[src/rtl/multicycle_controller_pkg.sv]
// Shared encodings for the multicycle ARM-subset controller: FSM states,
// ALU op codes, condition codes, mux selects and the flag-write rule.
package multicycle_controller_pkg;

  typedef enum logic [3:0] {
    S_FETCH  = 4'd0,
    S_DECODE = 4'd1,
    S_MEMADR = 4'd2,
    S_MEMRD  = 4'd3,
    S_MEMWB  = 4'd4,
    S_MEMWR  = 4'd5,
    S_EXECR  = 4'd6,
    S_EXECI  = 4'd7,
    S_ALUWB  = 4'd8,
    S_BRANCH = 4'd9,
    S_BXEX   = 4'd10
  } state_t;

  typedef enum logic [3:0] {
    ALU_AND = 4'b0000,
    ALU_SUB = 4'b0010,
    ALU_ADD = 4'b0100,
    ALU_ORR = 4'b1100,
    ALU_MOV = 4'b1101
  } alu_ctrl_t;

  typedef enum logic [3:0] {
    COND_EQ = 4'b0000, COND_NE = 4'b0001, COND_CS = 4'b0010, COND_CC = 4'b0011,
    COND_MI = 4'b0100, COND_PL = 4'b0101, COND_VS = 4'b0110, COND_VC = 4'b0111,
    COND_HI = 4'b1000, COND_LS = 4'b1001, COND_GE = 4'b1010, COND_LT = 4'b1011,
    COND_GT = 4'b1100, COND_LE = 4'b1101, COND_AL = 4'b1110, COND_NV = 4'b1111
  } cond_t;

  typedef enum logic [1:0] {
    RES_ALUOUT     = 2'b00,
    RES_READ_DATA  = 2'b01,
    RES_ALU_RESULT = 2'b10
  } result_src_t;

  typedef enum logic [1:0] {
    IMM_8  = 2'b00,
    IMM_12 = 2'b01,
    IMM_24 = 2'b10
  } imm_src_t;

  typedef enum logic [1:0] {
    SRCB_RD2     = 2'b00,
    SRCB_EXT_IMM = 2'b01,
    SRCB_FOUR    = 2'b10
  } alu_src_b_t;

  localparam logic [1:0]  OP_DP    = 2'b00;
  localparam logic [1:0]  OP_MEM   = 2'b01;
  localparam logic [1:0]  OP_BR    = 2'b10;

  localparam logic [3:0]  CMD_AND  = 4'b0000;
  localparam logic [3:0]  CMD_SUB  = 4'b0010;
  localparam logic [3:0]  CMD_ADD  = 4'b0100;
  localparam logic [3:0]  CMD_CMP  = 4'b1010;
  localparam logic [3:0]  CMD_ORR  = 4'b1100;
  localparam logic [3:0]  CMD_MOV  = 4'b1101;

  localparam logic [5:0]  FUNCT_BX = 6'b010010;
  localparam logic [15:0] BX_FIELD = 16'hFFF1;

  function automatic logic [3:0] alu_for_cmd(input logic [3:0] cmd);
    case (cmd)
      CMD_ADD: return ALU_ADD;
      CMD_SUB: return ALU_SUB;
      CMD_CMP: return ALU_SUB;
      CMD_ORR: return ALU_ORR;
      CMD_MOV: return ALU_MOV;
      default: return ALU_AND;
    endcase
  endfunction

  // Bit 1 requests an NZ update, bit 0 a CV update; logical ops keep CV.
  function automatic logic [1:0] flag_request(input logic [3:0] cmd, input logic s_bit);
    case (cmd)
      CMD_CMP:                   return 2'b11;
      CMD_ADD, CMD_SUB:          return s_bit ? 2'b11 : 2'b00;
      CMD_AND, CMD_ORR, CMD_MOV: return s_bit ? 2'b10 : 2'b00;
      default:                   return 2'b00;
    endcase
  endfunction

endpackage

[src/rtl/multicycle_controller_if.sv]
// Instruction fields and ALU flags into the controller, datapath controls out.
interface multicycle_controller_if;

  logic [3:0]  Cond;
  logic [1:0]  Op;
  logic [5:0]  Funct;
  logic [3:0]  Rd;
  logic [15:0] BXField;
  logic [3:0]  ALUFlags;

  logic        PCWrite;
  logic        AdrSrc;
  logic        MemWrite;
  logic        IRWrite;
  logic        RegWrite;
  logic [1:0]  ResultSrc;
  logic        ALUSrcA;
  logic [1:0]  ALUSrcB;
  logic [3:0]  ALUControl;
  logic [1:0]  ImmSrc;
  logic [1:0]  RegSrc;
  logic        LinkWr;
  logic [3:0]  StateOut;

  modport master (
    input  Cond, Op, Funct, Rd, BXField, ALUFlags,
    output PCWrite, AdrSrc, MemWrite, IRWrite, RegWrite, ResultSrc, ALUSrcA,
           ALUSrcB, ALUControl, ImmSrc, RegSrc, LinkWr, StateOut
  );

  modport slave (
    output Cond, Op, Funct, Rd, BXField, ALUFlags,
    input  PCWrite, AdrSrc, MemWrite, IRWrite, RegWrite, ResultSrc, ALUSrcA,
           ALUSrcB, ALUControl, ImmSrc, RegSrc, LinkWr, StateOut
  );

endinterface

[src/rtl/multicycle_controller_cond_unit.sv]
// NZCV flags register, condition evaluation and flag-write gating.
module cond_unit
  import multicycle_controller_pkg::*;
(
  input  logic       CLK,
  input  logic       RESET,
  input  logic [3:0] cond,
  input  logic [3:0] alu_flags,
  input  logic [1:0] flag_req,
  output logic       cond_ex
);

  logic [3:0] flags;
  logic       n_flag, z_flag, c_flag, v_flag;
  logic [1:0] flag_write;

  assign {n_flag, z_flag, c_flag, v_flag} = flags;
  assign flag_write = flag_req & {2{cond_ex}};

  always_ff @(posedge CLK) begin
    if (RESET) begin
      flags <= 4'b0000;
    end else begin
      if (flag_write[1]) flags[3:2] <= alu_flags[3:2];
      if (flag_write[0]) flags[1:0] <= alu_flags[1:0];
    end
  end

  // NV is deliberately treated as never-execute.
  always_comb begin
    cond_ex = 1'b0;
    case (cond)
      COND_EQ: cond_ex = z_flag;
      COND_NE: cond_ex = ~z_flag;
      COND_CS: cond_ex = c_flag;
      COND_CC: cond_ex = ~c_flag;
      COND_MI: cond_ex = n_flag;
      COND_PL: cond_ex = ~n_flag;
      COND_VS: cond_ex = v_flag;
      COND_VC: cond_ex = ~v_flag;
      COND_HI: cond_ex = c_flag & ~z_flag;
      COND_LS: cond_ex = ~c_flag | z_flag;
      COND_GE: cond_ex = (n_flag == v_flag);
      COND_LT: cond_ex = (n_flag != v_flag);
      COND_GT: cond_ex = ~z_flag & (n_flag == v_flag);
      COND_LE: cond_ex = z_flag | (n_flag != v_flag);
      COND_AL: cond_ex = 1'b1;
      default: cond_ex = 1'b0;
    endcase
  end

endmodule

[src/rtl/multicycle_controller.sv]
// Multicycle ARM-subset control FSM: decodes the latched instruction and
// sequences the shared datapath over 3-5 cycles per instruction.
module multicycle_controller
  import multicycle_controller_pkg::*;
#(
  parameter int W = 32
) (
  input logic                     CLK,
  input logic                     RESET,
  multicycle_controller_if.master bus
);

  state_t      state, next_state;
  logic        cond_ex;
  logic [1:0]  flag_req;
  logic [3:0]  cmd;
  logic        imm_bit, s_bit, link_bit;
  logic        is_bx, dp_known, mem_known, br_known, is_cmp;

  logic        pc_write, adr_src, mem_write, ir_write, reg_write;
  result_src_t result_src;
  logic        alu_src_a;
  alu_src_b_t  alu_src_b;
  logic [3:0]  alu_control;
  imm_src_t    imm_src;
  logic [1:0]  reg_src;
  logic        link_wr;

  // Rd and W only matter to the datapath; Rd=15 writes need no redirect here.
  logic unused_bits;
  assign unused_bits = ^{bus.Rd, (W > 0)};

  assign cmd      = bus.Funct[4:1];
  assign imm_bit  = bus.Funct[5];
  assign s_bit    = bus.Funct[0];
  assign link_bit = bus.Funct[4];
  assign is_cmp   = (cmd == CMD_CMP);

  assign is_bx     = (bus.Op == OP_DP) && (bus.Funct == FUNCT_BX) && (bus.BXField == BX_FIELD);
  assign dp_known  = (bus.Op == OP_DP) &&
                     (cmd == CMD_ADD || cmd == CMD_SUB || cmd == CMD_AND ||
                      cmd == CMD_ORR || cmd == CMD_MOV || cmd == CMD_CMP);
  assign mem_known = (bus.Op == OP_MEM) && !bus.Funct[5];
  assign br_known  = (bus.Op == OP_BR) && bus.Funct[5];

  cond_unit u_cond_unit (
    .CLK       (CLK),
    .RESET     (RESET),
    .cond      (bus.Cond),
    .alu_flags (bus.ALUFlags),
    .flag_req  (flag_req),
    .cond_ex   (cond_ex)
  );

  always_ff @(posedge CLK) begin
    if (RESET) state <= S_FETCH;
    else       state <= next_state;
  end

  always_comb begin
    next_state  = S_FETCH;
    pc_write    = 1'b0;
    adr_src     = 1'b0;
    mem_write   = 1'b0;
    ir_write    = 1'b0;
    reg_write   = 1'b0;
    result_src  = RES_ALUOUT;
    alu_src_a   = 1'b0;
    alu_src_b   = SRCB_RD2;
    alu_control = ALU_AND;
    imm_src     = IMM_8;
    reg_src     = 2'b00;
    link_wr     = 1'b0;
    flag_req    = 2'b00;
    case (state)
      S_FETCH: begin
        ir_write    = 1'b1;
        alu_src_a   = 1'b1;
        alu_src_b   = SRCB_FOUR;
        alu_control = ALU_ADD;
        result_src  = RES_ALU_RESULT;
        pc_write    = 1'b1;
        next_state  = S_DECODE;
      end
      // PC+4 is computed again so that R15 reads observe PC+8.
      S_DECODE: begin
        alu_src_a   = 1'b1;
        alu_src_b   = SRCB_FOUR;
        alu_control = ALU_ADD;
        if (!cond_ex)       next_state = S_FETCH;
        else if (mem_known) next_state = S_MEMADR;
        else if (is_bx)     next_state = S_BXEX;
        else if (br_known)  next_state = S_BRANCH;
        else if (dp_known)  next_state = imm_bit ? S_EXECI : S_EXECR;
      end
      S_MEMADR: begin
        alu_src_b   = SRCB_EXT_IMM;
        imm_src     = IMM_12;
        alu_control = ALU_ADD;
        next_state  = s_bit ? S_MEMRD : S_MEMWR;
      end
      S_MEMRD: begin
        adr_src    = 1'b1;
        next_state = S_MEMWB;
      end
      S_MEMWB: begin
        result_src = RES_READ_DATA;
        reg_write  = 1'b1;
      end
      S_MEMWR: begin
        adr_src   = 1'b1;
        mem_write = 1'b1;
        reg_src   = 2'b10;
      end
      S_EXECR, S_EXECI: begin
        alu_control = alu_for_cmd(cmd);
        if (state == S_EXECI) begin
          alu_src_b = SRCB_EXT_IMM;
          imm_src   = IMM_8;
        end
        flag_req   = flag_request(cmd, s_bit);
        next_state = is_cmp ? S_FETCH : S_ALUWB;
      end
      S_ALUWB: begin
        reg_write = 1'b1;
      end
      S_BRANCH: begin
        reg_src     = 2'b01;
        alu_src_b   = SRCB_EXT_IMM;
        imm_src     = IMM_24;
        alu_control = ALU_ADD;
        result_src  = RES_ALU_RESULT;
        pc_write    = 1'b1;
        if (link_bit) begin
          reg_write = 1'b1;
          link_wr   = 1'b1;
        end
      end
      S_BXEX: begin
        alu_src_b   = SRCB_RD2;
        alu_control = ALU_MOV;
        result_src  = RES_ALU_RESULT;
        pc_write    = 1'b1;
      end
      default: ;
    endcase
  end

  // Architectural writes are suppressed for as long as RESET is held.
  assign bus.PCWrite    = pc_write  & ~RESET;
  assign bus.MemWrite   = mem_write & ~RESET;
  assign bus.RegWrite   = reg_write & ~RESET;
  assign bus.IRWrite    = ir_write  & ~RESET;
  assign bus.AdrSrc     = adr_src;
  assign bus.ResultSrc  = result_src;
  assign bus.ALUSrcA    = alu_src_a;
  assign bus.ALUSrcB    = alu_src_b;
  assign bus.ALUControl = alu_control;
  assign bus.ImmSrc     = imm_src;
  assign bus.RegSrc     = reg_src;
  assign bus.LinkWr     = link_wr;
  assign bus.StateOut   = state;

endmodule

[src/flat_wrapper.sv]
// flat-port wrapper written by rule: the top's interface ports become plain ports
module multicycle_controller_flat import multicycle_controller_pkg::*;
#(
  parameter int W = 32
)
  (CLK, RESET, bus_Cond, bus_Op, bus_Funct, bus_Rd, bus_BXField, bus_ALUFlags, bus_PCWrite, bus_AdrSrc, bus_MemWrite, bus_IRWrite, bus_RegWrite, bus_ResultSrc, bus_ALUSrcA, bus_ALUSrcB, bus_ALUControl, bus_ImmSrc, bus_RegSrc, bus_LinkWr, bus_StateOut);
  multicycle_controller_if bus_i ();
  input logic CLK;
  input logic RESET;
  input wire logic [$bits(bus_i.Cond)-1:0] bus_Cond;
  input wire logic [$bits(bus_i.Op)-1:0] bus_Op;
  input wire logic [$bits(bus_i.Funct)-1:0] bus_Funct;
  input wire logic [$bits(bus_i.Rd)-1:0] bus_Rd;
  input wire logic [$bits(bus_i.BXField)-1:0] bus_BXField;
  input wire logic [$bits(bus_i.ALUFlags)-1:0] bus_ALUFlags;
  output wire logic [$bits(bus_i.PCWrite)-1:0] bus_PCWrite;
  output wire logic [$bits(bus_i.AdrSrc)-1:0] bus_AdrSrc;
  output wire logic [$bits(bus_i.MemWrite)-1:0] bus_MemWrite;
  output wire logic [$bits(bus_i.IRWrite)-1:0] bus_IRWrite;
  output wire logic [$bits(bus_i.RegWrite)-1:0] bus_RegWrite;
  output wire logic [$bits(bus_i.ResultSrc)-1:0] bus_ResultSrc;
  output wire logic [$bits(bus_i.ALUSrcA)-1:0] bus_ALUSrcA;
  output wire logic [$bits(bus_i.ALUSrcB)-1:0] bus_ALUSrcB;
  output wire logic [$bits(bus_i.ALUControl)-1:0] bus_ALUControl;
  output wire logic [$bits(bus_i.ImmSrc)-1:0] bus_ImmSrc;
  output wire logic [$bits(bus_i.RegSrc)-1:0] bus_RegSrc;
  output wire logic [$bits(bus_i.LinkWr)-1:0] bus_LinkWr;
  output wire logic [$bits(bus_i.StateOut)-1:0] bus_StateOut;
  assign bus_i.Cond = bus_Cond;
  assign bus_i.Op = bus_Op;
  assign bus_i.Funct = bus_Funct;
  assign bus_i.Rd = bus_Rd;
  assign bus_i.BXField = bus_BXField;
  assign bus_i.ALUFlags = bus_ALUFlags;
  assign bus_PCWrite = bus_i.PCWrite;
  assign bus_AdrSrc = bus_i.AdrSrc;
  assign bus_MemWrite = bus_i.MemWrite;
  assign bus_IRWrite = bus_i.IRWrite;
  assign bus_RegWrite = bus_i.RegWrite;
  assign bus_ResultSrc = bus_i.ResultSrc;
  assign bus_ALUSrcA = bus_i.ALUSrcA;
  assign bus_ALUSrcB = bus_i.ALUSrcB;
  assign bus_ALUControl = bus_i.ALUControl;
  assign bus_ImmSrc = bus_i.ImmSrc;
  assign bus_RegSrc = bus_i.RegSrc;
  assign bus_LinkWr = bus_i.LinkWr;
  assign bus_StateOut = bus_i.StateOut;
  multicycle_controller #(.W(W)) u_core (.CLK(CLK), .RESET(RESET), .bus(bus_i));
endmodule
[config.mk]
export PLATFORM = sky130hd
export DESIGN_NAME = multicycle_controller_flat
export DESIGN_NICKNAME = d
export VERILOG_FILES = /design/src/rtl/multicycle_controller_pkg.sv /design/src/rtl/multicycle_controller_if.sv /design/src/rtl/multicycle_controller_cond_unit.sv /design/src/rtl/multicycle_controller.sv /design/src/flat_wrapper.sv
export SDC_FILE = /design/constraint.sdc
export NUM_CORES = 1
export LEC_CHECK = 0
export BUFFER_PORTS_ARGS = -buffer_cell sky130_fd_sc_hd__clkbuf_2
export CORE_MARGIN = 2
export CORE_UTILIZATION = 40
export CTS_CLUSTER_SIZE = 14
export DETAILED_ROUTE_END_ITERATION = 6
export PLACE_DENSITY = 0.74
export SYNTH_ARGS = -nofsm -noshare
export SYNTH_HDL_FRONTEND = slang
export SYNTH_SLANG_ARGS = --single-unit
export TNS_END_PERCENT = 10
[constraint.sdc]
create_clock -name CLK -period 1.7 [get_ports CLK]
set_input_delay 0.17 -clock CLK [delete_from_list [all_inputs] [get_ports CLK]]
set_output_delay 0.17 -clock CLK [all_outputs]
set_load 0.03 [all_outputs]
## After elaboration in Yosys (flattened, before gate mapping)

Cells that the tools add are included.

| operators by class | value |
|---|---|
| $add $sub $neg | 0 |
| $mul | 0 |
| divide/modulo/power cells | 0 |
| magnitude comparators | 0 |
| eq/ne operators | 35 |
| shift operators | 0 |
| mux-type cells | 29 |
| bitwise gates (word level) | 14 |
| reductions and logical operators | 25 |

Operators by type and width:

| cell | number |
|---|---|
| == test 4 bit (second input constant) | 13 |
| == test 4 x 3 -> 1 bit (second input constant) | 9 |
| 2-to-1 mux 4 bit | 6 |
| == test 4 x 2 -> 1 bit (second input constant) | 5 |
| one-hot mux 4 bit (5 select lines) | 1 |
| == test 16 bit (second input constant) | 1 |
| one-hot mux 4 bit (4 select lines) | 1 |
| one-hot mux 1 bit (15 select lines) | 1 |
| OR reduction 2 bit | 7 |
| logical NOT 4 bit | 3 |
| one-hot mux 2 bit (2 select lines) | 3 |
| one-hot mux 2 bit (3 select lines) | 2 |
| one-hot mux 4 bit (3 select lines) | 1 |
| 2-to-1 mux 1 bit | 9 |
| == test 4 x 1 -> 1 bit (second input constant) | 2 |
| AND 1 bit | 6 |
| == test 6 x 5 -> 1 bit (second input constant) | 1 |
| 2-to-1 mux 2 bit | 3 |
| OR reduction 3 bit | 2 |
| logical AND 1 bit | 5 |
| logical OR 1 bit | 5 |
| inverter 1 bit | 5 |
| OR reduction 4 bit | 1 |
| 2-to-1 mux 3 bit | 1 |
| other kinds (9) | 10 |

| storage, ports and cells | value |
|---|---|
| register bits after elaboration | 8 |
| bits in latches | 0 |
| RAM bits | 0 |
| bits in read-only memories | 0 |
| input port bits | 38 |
| output and inout port bits | 23 |
| logic and storage cells | 106 |
| memories kept | 0 |

## Depth between registers and ports, before layout

| logic depth | value |
|---|---|
| depth in word-level cells | 13 |
| depth in mapped cells | 6 |
| gate-level depth less buffers | 5 |

## Cells and area by module

From an unflattened synthesis, not the netlist that was laid out.

| second synthesis, totals | value |
|---|---|
| cells, all modules | 148 |
| area, all modules | 1126.1 sq um |

Modules (own cells, without submodules):

| module | instances | cells an instance | area each (sq um) | sequential area each (sq um) |
|---|---|---|---|---|
| multicycle_controller | 1 | 95 | 644.4 | 80.1 |
| cond_unit | 1 | 53 | 481.7 | 80.1 |

## Worst setup path after synthesis

OpenSTA, ideal clock, no wires.

| path | value |
|---|---|
| path kind | flip-flop to output port |
| start | register u_core.state[3], in the netlist u_core.bus.StateOut[3] |
| end | output bus_PCWrite |
| arrival | 1.875 ns |
| path slack | -0.345 ns |
| cell stages (with the launch flop) | 5 |
| cell sequence | dfxtp_1 -> buf_1 -> xor2_1 -> mux2_2 -> nor3_1 |

| on the way | value |
|---|---|
| longest elaborated chain between the ends | 4 |
| elaborated cells between the ends (all ways) | 6 |
| classes of those cells | eq/ne: 2; mux: 1; bitwise: 1; reduce/logical: 2 |

Ends and longest elaborated chain:

| item | RTL line | source |
|---|---|---|
| start, declared | multicycle_controller.sv:13 | `state_t state, next_state;` |
| start signal, assigned | multicycle_controller.sv:57 | `else state <= next_state;` |
| == test 4 bit / logical NOT 4 bit (equally long branches) | multicycle_controller.sv:75 | `case (state)` |
| OR reduction 3 bit (no source line) (*) | -- |  |
| 2-to-1 mux 1 bit (*) | multicycle_controller.sv:75 |  |
| AND 1 bit (*) | multicycle_controller.sv:150 | `assign bus.PCWrite = pc_write & ~RESET;` |
| end, declared | flat_wrapper.sv:16 | `output wire logic [$bits(bus_i.PCWrite)-1:0] bus_PCWrite;` |

Every way passes the cells marked *; elsewhere a longest branch is shown, timed or not.

## Worst setup path after layout

| path | value |
|---|---|
| start | register u_core.u_cond_unit.flags[3] |
| end | register u_core.state[3], in the netlist u_core.bus.StateOut[3] |

| on the way | value |
|---|---|
| longest elaborated chain between the ends | 5 |
| elaborated cells between the ends (all ways) | 8 |
| classes of those cells | eq/ne: 2; mux: 3; bitwise: 3 |

Ends and longest elaborated chain:

| item | RTL line | source |
|---|---|---|
| start, declared | multicycle_controller_cond_unit.sv:13 | `logic [3:0] flags;` |
| start signal, assigned | multicycle_controller_cond_unit.sv:24 | `if (flag_write[1]) flags[3:2] <= alu_flags[3:2];` |
| != test 1 bit / == test 1 bit (equally long branches) | -- |  |
| bitwise OR 1 bit / AND 1 bit (equally long branches) | multicycle_controller_cond_unit.sv:46, multicycle_controller_cond_unit.sv:45 |  |
| one-hot mux 1 bit (15 select lines) (*) | multicycle_controller_cond_unit.sv:32 | `case (cond)` |
| 2-to-1 mux 4 bit (*) | multicycle_controller.sv:90 | `if (!cond_ex) next_state = S_FETCH;` |
| one-hot mux 4 bit (5 select lines) (*) | multicycle_controller.sv:75 |  |

Marked as above.
A chain may end at the register's enable or synchronous reset.

==> flow_metrics.env <==
export IMPL_yosys_area_top_type="dfxtp_1"
export IMPL_finalNetCount=256
export IMPL_crit_chain="xnor2_2 > a31oi_1 > a211o_1 > o211a_4 > o31ai_1"
export IMPL_tightest_slew_ns=0.3691
export IMPL_groute_usage_overall_pct=20.51
export IMPL_drt_wirelength_per_cell_um=13.43
export IMPL_grt_max_degree=13
export IMPL_cp_start_kind="flop"
export IMPL_place_inst=243
export IMPL_worstSetupPathType="reg -> reg"
export IMPL_avgSynthCellArea_um2=6.986
export IMPL_synth_edf_count=0
export IMPL_finalCritPeriodShare_pct=96.48
export IMPL_top_level_ports=61
export IMPL_grt_ovfl_total=0
export IMPL_drive_gt1_share_pct=42.13
export IMPL_die_w_um=56.20
export IMPL_yosysWarnings=0
export IMPL_hpwlAfterDp_um=2640
export IMPL_skew_ns=0.002122
export IMPL_clk_path_buf_depth=2
export IMPL_ant_nets=0
export IMPL_grt_pass1_vias=1311
export IMPL_routed_wl_um=3305
export IMPL_die_height_um=56.20
export IMPL_layout_cells_non_filler=246
export IMPL_cts_sinks=8
export IMPL_drc=0
export IMPL_critPathArrivalTime_ns=1.80
export IMPL_yosysUniqueCellTypes=48
export IMPL_dr_pass1_iters=4
export IMPL_crit_required_ns=1.86
export IMPL_areaGrowthSynthToFinish_pct=40.64
export IMPL_place_ws_ns=-0.009170
export IMPL_cts_root_buf="clkbuf_4"
export IMPL_clkTransAtPathRegs_ns=0.05
export IMPL_post_cts_buffers=0
export IMPL_total_power_mw=0.5882
export IMPL_slowest_delay_ns=0.36
export IMPL_diodes=0
export IMPL_cap_violations=0
export IMPL_ir_worst_vdd_uv=194.6
export IMPL_io_buffers=56
export IMPL_initial_core_util_pct=43.20
export IMPL_finalCriticalPeriod_ns=1.640
export IMPL_ys_seq_elements=8
export IMPL_htreeDepth=1
export IMPL_relSlewSlack_pct=75.17
export IMPL_syn_num_nets=194
export IMPL_setup_viol=0
export IMPL_dieArea_mm2=0.003158
export IMPL_power_leakage_nw=0.6629
export IMPL_ys_top_cells_by_area="dfxtp_1 (15%), nand2b_1 (9.2%), a21oi_1 (6.4%)"
export IMPL_cp_slowest_cell="dfxtp_2"
export IMPL_yosysSeqAreaShare_pct=14.70
export IMPL_critPathCaptureType="flop"
export IMPL_cts_tree="done"
export IMPL_final_max_slew_viol_count=0
export IMPL_dpl_instance_area_mm2=0.001463
export IMPL_worstPathMaxFanout=8
export IMPL_syn_inst=156
export IMPL_power_per_cell_area_mw_per_mm2=383.8
export IMPL_post_route_util_pct=60.76
export IMPL_synth_top_area_share_pct=14.70
export IMPL_rows=18
export IMPL_grt_pass1_wl_um=5444
export IMPL_setup_ws_ns=0.05990
export IMPL_async_flop_share_pct=0
export IMPL_cts_inserted_buffers=3
export IMPL_rsz0062_at_grt="yes"
export IMPL_synth_flop_cell="dfxtp_1"
export IMPL_hp_class="in -> reg"
export IMPL_syn_area_mm2=0.001090
export IMPL_core_area_mm2=0.002522
export IMPL_antenna_found_initial=0
export IMPL_finalHoldViolations=0
export IMPL_via_per_inst=5.732
export IMPL_place_gp_congestion=0.7948
export IMPL_dr_total_vias=1410
export IMPL_outcome="completed"
export IMPL_clock_latency_ns=0.25
export IMPL_drt_iter0_drc=63
export IMPL_final_area_mm2=0.001533
export IMPL_cts_hold_buf=0
export IMPL_max_freq_ghz=0.6097
cells by family after synthesis:
| kind of cell | count (synthesis) | synth area share (%) |
|---|---|---|
| compound gates | 42 | 25.95 |
| xor+xnor | 3 | 2.411 |
| buf+inv | 14 | 5.395 |
| flops | 8 | 14.70 |
| mux | 4 | 4.018 |
| simple gates | 85 | 47.53 |
Yosys cell counts, types with 3 or more instances:
cell type / n
nor3_1: 10
and2_1: 3
nor2_1: 8
o22ai_1: 3
mux2_2: 3
nand4b_1: 3
nor3b_1: 4
or3_1: 3
nand2_1: 10
a21oi_1: 14
dfxtp_1: 8
o21ai_0: 5
or2b_1: 3
inv_1: 4
clkbuf_1: 6
nor2b_1: 5
o31ai_1: 3
nand2b_1: 16
o211ai_1: 8
flip-flops by register name (all words and copies together), names as in the netlist:
name	cells
u_core.u_cond_unit.flags	4
u_core.bus.StateOut	4
layout by cell type, fill, tap and decap left out, types with 3 or more instances in the layout:
cell type / count
or2b_1: 3
nor2b_1: 4
o211ai_1: 8
o31ai_1: 3
clkbuf_4: 4
clkbuf_2: 53
nor3_1: 8
buf_4: 13
o22ai_1: 3
nor2_1: 8
dfxtp_2: 5
or3_1: 3
and2_1: 3
o21ai_0: 5
nand4b_1: 3
inv_1: 4
nand2_1: 10
a21oi_1: 14
mux2_2: 3
nor3b_1: 4
nand2b_1: 14
layer usage:
layer  track usage (%)  routed length, µm
met1             24.13               1363
met2             39.33               1733
met3             1.163                196
met4             5.782                 12
met5                 0                  0
power breakdown:
group	internal, mW	leakage [nW]	switching, mW
clock	0.0806	0.0138	0.0620
sequential	0.191	0.0678	0.00875
combinational	0.104	0.581	0.142
total	0.375	0.663	0.213
critical path, delay by kind of cell, from the launching register on:
family	cells	cell delay, ns
AO/OA/AOI/OAI	4	0.97
XOR/XNOR	1	0.22
flip-flops	1	0.36
metrics by stage:
step	hold WS, ns	setup TNS [ns]
global route	0.1734	-0.05651
CTS	0.1707	0
detailed placement	0.4328	-0.01608
finish	0.1660	0
global placement	0.4301	0
floorplan	0.3024	-0.7286
what timing repair did:
item	4_1_cts	5_1_grt
pin swaps	0	1
endpoints found under the setup margin	8	16
hold endpoints to repair	0	0
gates resized for setup	4	16
area by class of cell:
type                    count  area (µm²)
repair buffers             67       370.4
inverters                   4       15.01
multi-input cells         134       917.1
well taps                  30       37.54
flip-flops and latches      8       170.2
fillers                   236       989.7
clock buffers               3       22.52
final timing paths:
check	startpoint	endpoint	slack, ns	cells after the start
max	u_core.u_cond_unit.flags[3]	u_core.bus.StateOut[3]	0.06	5
min	bus_ALUFlags[3]	u_core.u_cond_unit.flags[3]	0.17	3
max reg2reg	u_core.u_cond_unit.flags[3]	u_core.bus.StateOut[3]	0.06	5
min reg2reg	u_core.bus.StateOut[0]	u_core.bus.StateOut[0]	0.61	1
(Power assumes the default switching activity.)
